[config.mk]
export PLATFORM = sky130hd
export DESIGN_NAME = uart_rx_fifo
export DESIGN_NICKNAME = d
export VERILOG_FILES = /design/src/rtl/uart_rx_fifo.sv
export SDC_FILE = /design/constraint.sdc
export NUM_CORES = 1
export LEC_CHECK = 0
export CAP_MARGIN = 20
export CELL_PAD_IN_SITES_DETAIL_PLACEMENT = 1
export CELL_PAD_IN_SITES_GLOBAL_PLACEMENT = 2
export CORE_MARGIN = 5
export CORE_UTILIZATION = 42
export CTS_CLUSTER_DIAMETER = 60
export DETAILED_ROUTE_END_ITERATION = 7
export HOLD_SLACK_MARGIN = 0.08
export PLACE_DENSITY_LB_ADDON = 0.1
export SYNTH_ARGS = -nofsm -noshare
export SYNTH_HDL_FRONTEND = slang
export SYNTH_SLANG_ARGS = --single-unit
export TNS_END_PERCENT = 10
[constraint.sdc]
create_clock -name clk -period 4.6 [get_ports clk]
set_input_delay 0.46 -clock clk [delete_from_list [all_inputs] [get_ports clk]]
set_output_delay 0.46 -clock clk [all_outputs]
set_load 0.01 [all_outputs]
[src/rtl/uart_rx_fifo.sv]
// Receive FIFO behind uart_rx: captures each completed byte and its framing flag,
// and serves the entries first-word-fall-through with overrun and error accounting.
module uart_rx_fifo #(
  parameter int DEPTH_LOG2 = 4,
  parameter bit DROP_ERR   = 1'b0
) (
  input  logic                  clk,
  input  logic                  rst,
  input  logic [7:0]            rx_data,
  input  logic                  rx_done,
  input  logic                  rx_err,
  output logic [7:0]            m_data,
  output logic                  m_err,
  output logic                  m_valid,
  input  logic                  m_ready,
  output logic [DEPTH_LOG2:0]   count,
  output logic                  full,
  output logic                  overrun,
  input  logic                  clr_overrun,
  output logic [7:0]            err_cnt
);

  localparam int DEPTH = 1 << DEPTH_LOG2;
  localparam logic [DEPTH_LOG2:0]   FULL_CNT  = (DEPTH_LOG2 + 1)'(DEPTH);
  localparam logic [DEPTH_LOG2:0]   CNT_ONE   = (DEPTH_LOG2 + 1)'(1);
  localparam logic [DEPTH_LOG2:0]   CNT_ZERO  = (DEPTH_LOG2 + 1)'(0);
  localparam logic [DEPTH_LOG2-1:0] PTR_ONE   = DEPTH_LOG2'(1);
  localparam logic [DEPTH_LOG2-1:0] PTR_ZERO  = DEPTH_LOG2'(0);

  logic [8:0]            mem_r [DEPTH];
  logic [DEPTH_LOG2-1:0] wr_ptr_r;
  logic [DEPTH_LOG2-1:0] rd_ptr_r;
  logic [DEPTH_LOG2:0]   count_r;
  logic                  done_q_r;
  logic                  overrun_r;
  logic [7:0]            err_cnt_r;

  logic event_s;
  logic push_req_s;
  logic empty_s;
  logic full_s;
  logic pop_s;
  logic push_s;
  logic drop_s;

  // Capture event, push/pop qualification and the overflow decision
  always_comb begin
    event_s    = rx_done & ~done_q_r;
    push_req_s = event_s & ~(DROP_ERR & rx_err);
    empty_s    = (count_r == CNT_ZERO);
    full_s     = (count_r == FULL_CNT);
    pop_s      = ~empty_s & m_ready;
    // A full FIFO still accepts a byte when the head leaves in the same cycle
    push_s     = push_req_s & (~full_s | pop_s);
    drop_s     = push_req_s & full_s & ~pop_s;
  end

  // Pointers, occupancy, edge detector and status registers
  always_ff @(posedge clk) begin
    if (rst) begin
      done_q_r  <= 1'b1;
      wr_ptr_r  <= PTR_ZERO;
      rd_ptr_r  <= PTR_ZERO;
      count_r   <= CNT_ZERO;
      overrun_r <= 1'b0;
      err_cnt_r <= 8'd0;
    end else begin
      done_q_r <= rx_done;
      if (push_s) begin
        wr_ptr_r <= wr_ptr_r + PTR_ONE;
      end
      if (pop_s) begin
        rd_ptr_r <= rd_ptr_r + PTR_ONE;
      end
      case ({push_s, pop_s})
        2'b10:   count_r <= count_r + CNT_ONE;
        2'b01:   count_r <= count_r - CNT_ONE;
        default: count_r <= count_r;
      endcase
      if (drop_s) begin
        overrun_r <= 1'b1;
      end else if (clr_overrun) begin
        overrun_r <= 1'b0;
      end
      if (event_s && rx_err && (err_cnt_r != 8'hFF)) begin
        err_cnt_r <= err_cnt_r + 8'd1;
      end
    end
  end

  // Entry storage; contents need no reset since the pointers define validity
  always_ff @(posedge clk) begin
    if (!rst && push_s) begin
      mem_r[wr_ptr_r] <= {rx_err, rx_data};
    end
  end

  assign m_data  = mem_r[rd_ptr_r][7:0];
  assign m_err   = mem_r[rd_ptr_r][8];
  assign m_valid = ~empty_s;
  assign count   = count_r;
  assign full    = full_s;
  assign overrun = overrun_r;
  assign err_cnt = err_cnt_r;

endmodule

* Yosys cells after proc, flatten, opt, wreduce, memory -nomap -nowiden
Memory sizes are Yosys's and may differ from the RTL's. A register that Yosys moved wholly into a read port is not among the register bits. Index checks and enable logic that the tools add are counted.
Word-level totals: register bits 23, RAM bits 144, bits of input ports 14, output and inout port bits 25, logic and storage cells 40, memories kept 1
Memories:
- mem_r | words 16, width 9, read ports 1, clocked after memory_dff 1, write ports 1, RTL line 30 | logic [8:0] mem_r [DEPTH];
Operators by class: add/sub/neg operators 5, eq/ne operators 4, mux-type cells 7, bitwise logic cells 10, reduce and logical (&&, ||, !) cells 7
Operators with widths (number):
- 5-bit one-hot mux with 2 select lines | 1
- 4-bit by 1-bit adder with 4-bit output, second input constant | 2
- 8-bit by 1-bit adder with 8-bit output, second input constant | 1
- 4-bit 2-to-1 mux | 2
- 8-bit inequality test, second input constant | 1
- 5-bit by 1-bit adder with 5-bit output, second input constant | 1
- 1-bit AND | 5
- 5-bit == test, second input constant | 1
- 5-bit zero test | 1
- 5-bit by 1-bit subtractor with 5-bit output, second input constant | 1
- 1-bit 2-to-1 mux | 4
- 1-bit NOT | 4
- 2-bit nonzero test | 2
- 1-bit logical AND | 3
- 2-bit by 1-bit == test with 1-bit output, second input constant | 1
- 2-bit == test, second input constant | 1
- 1-bit zero test | 1
- 1-bit bitwise OR | 1

* Depth between registers and ports, before layout
depth after elaboration 8, depth in mapped cells 10, mapped depth without buffers 9

* Worst setup path before layout
Ideal clock, no wire load.
kind reg2reg, from register count_r[1], in the netlist count[1], to register count_r[4], in the netlist count[4], setup time 0.123 ns, data arrival time 2.414 ns, data required time 4.477 ns, path slack 2.062 ns, cell stages (with the launch flop) 11, clock period less this slack 2.538 ns, cells stage by stage dfxtp_1 -> buf_6 -> or4_4 -> o21ai_1 -> nor2_1 -> xor2_1 -> ha_1 -> o31a_2 -> nor4_1 -> a21oi_1 -> mux2_1
Between the ends: cells in the longest elaborated chain, start to end 7, elaborated cells between the ends (all ways) 13
Ends and longest elaborated chain:
- start, declared | RTL line 33 | logic [DEPTH_LOG2:0] count_r;
- start signal, assigned | RTL line 76 | 2'b10: count_r <= count_r + CNT_ONE;
- start signal, assigned | RTL line 77 | 2'b01: count_r <= count_r - CNT_ONE;
- start signal, assigned | RTL line 78 | default: count_r <= count_r;
- 5-bit zero test | RTL line 50 | empty_s = (count_r == CNT_ZERO);
- 1-bit NOT | RTL line 52 | pop_s = ~empty_s & m_ready;
- 1-bit AND | RTL line 52
- 1-bit bitwise OR | RTL line 54 | push_s = push_req_s & (~full_s | pop_s);
- 1-bit AND | RTL line 54
- 2-bit by 1-bit == test with 1-bit output or 2-bit == test (tied branches) | RTL line 75 | case ({push_s, pop_s})
- 5-bit one-hot mux with 2 select lines or 2-bit nonzero test (tied branches)
Parallel ways exist; a longest one is shown, timed or not. A chain may end at the register's enable or synchronous reset.

==> metrics <==
status finished clean; WP data arrival 3.11 ns; first-pass GRT wire length 22.7 mm; critical path type register to output port; placed cell areas 7500 um2; Post-route DRC 0; Via-to-Cell Ratio 5.28; cells after synthesis 364; largest net degree at the start of global routing 37; YS warnings 0; Core ar. 15900 um2; vias in the first global route 3682; CTS Sinks 171; Final nets 446; Tot Pwr 3.80 mW; CP Capture Type output port; crit path max fanout 28; FF+latch count, synth 171; Routed wire per std cell 22.6 um; critical path's most frequent cell mux4_2; Final Critical Period 3.57 ns; initial antenna violation count 0; setup bufs post-CTS 0; PwrDens 470 nW/um2; worst-skew pair later-pin latency 0.42 ns; Worst-Margin Slew 0.825 ns; final setup vio count 0; Root Buffer clkbuf_16; CTS Buffer Depth 2; clock transition at the registers of the reported paths 0.06 ns; Hold-fix buffers, CTS 0; final WL 14.7 mm; Inserted Clock Buffers 17; Hold Fails Final Rpt 0; RSZ-0062 raised after global routing no; htree depth 4; ys flop type edfxtp_1; worst-path cell chain buf_4, mux4_2, mux4_2, clkdlybuf4s50_1; WHS 0.512 ns; Post-synth EDFFs 144; Post-DP HPWL 9.42 mm; TritonRoute pass-1 iters 4; Worst Hold Class register to register; Iteration-0 DRC Markers 233; Crit-path slowest cell mux4_2; final core utilization 50.9%; Cell Area, Synth 6820 um2; Startpoint Class register; TritonCTS clock tree built; clock skew 0.00760 ns; IO Count 39; synth unique cells 43; slew margin rel. 44.8%; Final Max Tran Viols 0; CP peak stage delay 0.59 ns; initial core utilization 42.9%; die outline height 137 um; post-CTS sizing 0; final worst-path cycle share 77.7%; Sum Neg Setup Slack 0 ns; die area 18900 um2; register area share after synthesis 71.4%; via count 3448; fillers 1509; layout cells sized above 1 23.6%; CP required 4.14 ns; # diodes 0; Leak 2.55 nW; total of max-cap violations 0; Total Routing Usage GR 17.0%; synthesis-to-finish area growth 18.6%; final instance area 8080 um2; num rows 46; syn nets 386; worst vdd ir 257 uV; Die W 137 um; port buffer count 38; GP Congestion 0.707; grt ovf 0; FMAX 0.280 GHz; antenna viol nets, final 0; ys async rst share 0%; Mapped Avg Cell Area 18.7 um2
[area by class of cell]
class,instances,area (um2),area share [%]
Sequential cell,171,4870,60.2
Multi-Input combinational cell,171,1820,22.5
Clock buffer,19,433,5.36
Inverter,6,22.5,0.279
Timing Repair Buffer,57,523,6.47
Tap cell,216,270,3.34
Clock inverter,13,151,1.87
[state kept, by name, indices dropped and copies added, names as in the netlist, named ones only]
signal and flops:
count 5, done_q_r 1, err_cnt 8, mem_r 144, overrun 1, rd_ptr_r 4, wr_ptr_r 4
[worst max-delay path, delay by kind of cell, from the launching register on]
family | cells | cell delay, ns
buffers and inverters | 2 | 1.08
multiplexers | 2 | 1.07
flip-flops | 1 | 0.53
[where the power goes]
| part | switching, mW | internal (mW) | total [mW] |
|---|---|---|---|
| registers | 0.0531 | 1.71 | 1.76 |
| logic | 0.276 | 0.354 | 0.630 |
| clock network | 0.562 | 0.847 | 1.41 |
| total | 0.892 | 2.91 | 3.80 |
[cell families (layout without fill, tap and decap cells)]
logic type               Yosys count  count (layout)  synth area share (%)
XOR/XNOR                          15              15                  1.93
buffers and inverters             22              95                  1.96
adder cells (fa/ha/maj)            8               8                  1.47
multiplexers                      48              48                  15.3
AND/OR/NAND/NOR                   79              79                  5.34
flip-flops                       171             171                  71.4
AO/OA/AOI/OAI                     21              21                  2.59
[per-stage QoR]
| step | std cells | worst slack [ns] |
|---|---|---|
| finish | 653 | 1.03 |
| CTS | 653 | 0.950 |
| global placement | 621 | 1.41 |
| global route | 653 | 0.850 |
| floorplan | 364 | 2.06 |
| detailed placement | 621 | 1.41 |
[final timing paths]
check	start	end	cells after the start	slack, ns
worst max register to register	count[0]	count[4]	9	1.83
worst max-delay path	register	m_data[2]	4	1.03
worst min-delay path	overrun	overrun	2	0.51
worst min register to register	overrun	overrun	2	0.51
[cells in the final DEF (no fill, tap or decap), types with 5 or more instances in the layout]
cell type	synthesis	routed
clkdlybuf4s50_1	0	38
nor2_1	41	41
inv_1	6	6
dfxtp_1	27	26
a21oi_1	5	5
ha_1	8	8
edfxtp_1	144	144
xor2_1	7	7
buf_4	1	19
xnor2_1	8	8
nand3_1	7	7
mux4_2	45	45
nand2_1	11	11
clkbuf_16	0	17
[cell usage after synthesis (3+ instances only)]
library cell	n	share of area [%]
buf_1	5	0.28
nand2_1	11	0.61
dfxtp_1	27	7.9
nand3_1	7	0.51
mux4_2	45	15
clkbuf_1	4	0.22
nor2_1	41	2.3
edfxtp_1	144	63
inv_1	6	0.33
xnor2_1	8	1.0
nand4_1	3	0.28
a21oi_1	5	0.37
buf_6	4	0.66
xor2_1	7	0.90
nor3_1	4	0.29
or3_1	3	0.28
ha_1	8	1.5
[per-layer routing]
layer  vias up  GRT usage (%)  share of wire, %
met5         -              0                 0
met2        83           26.5                49
met3        14           3.47               4.3
met1      1784           23.9                46
met4         0           5.65               1.3
li1       1567              -                 -
No activity file was read; power rests on OpenSTA's default activity.
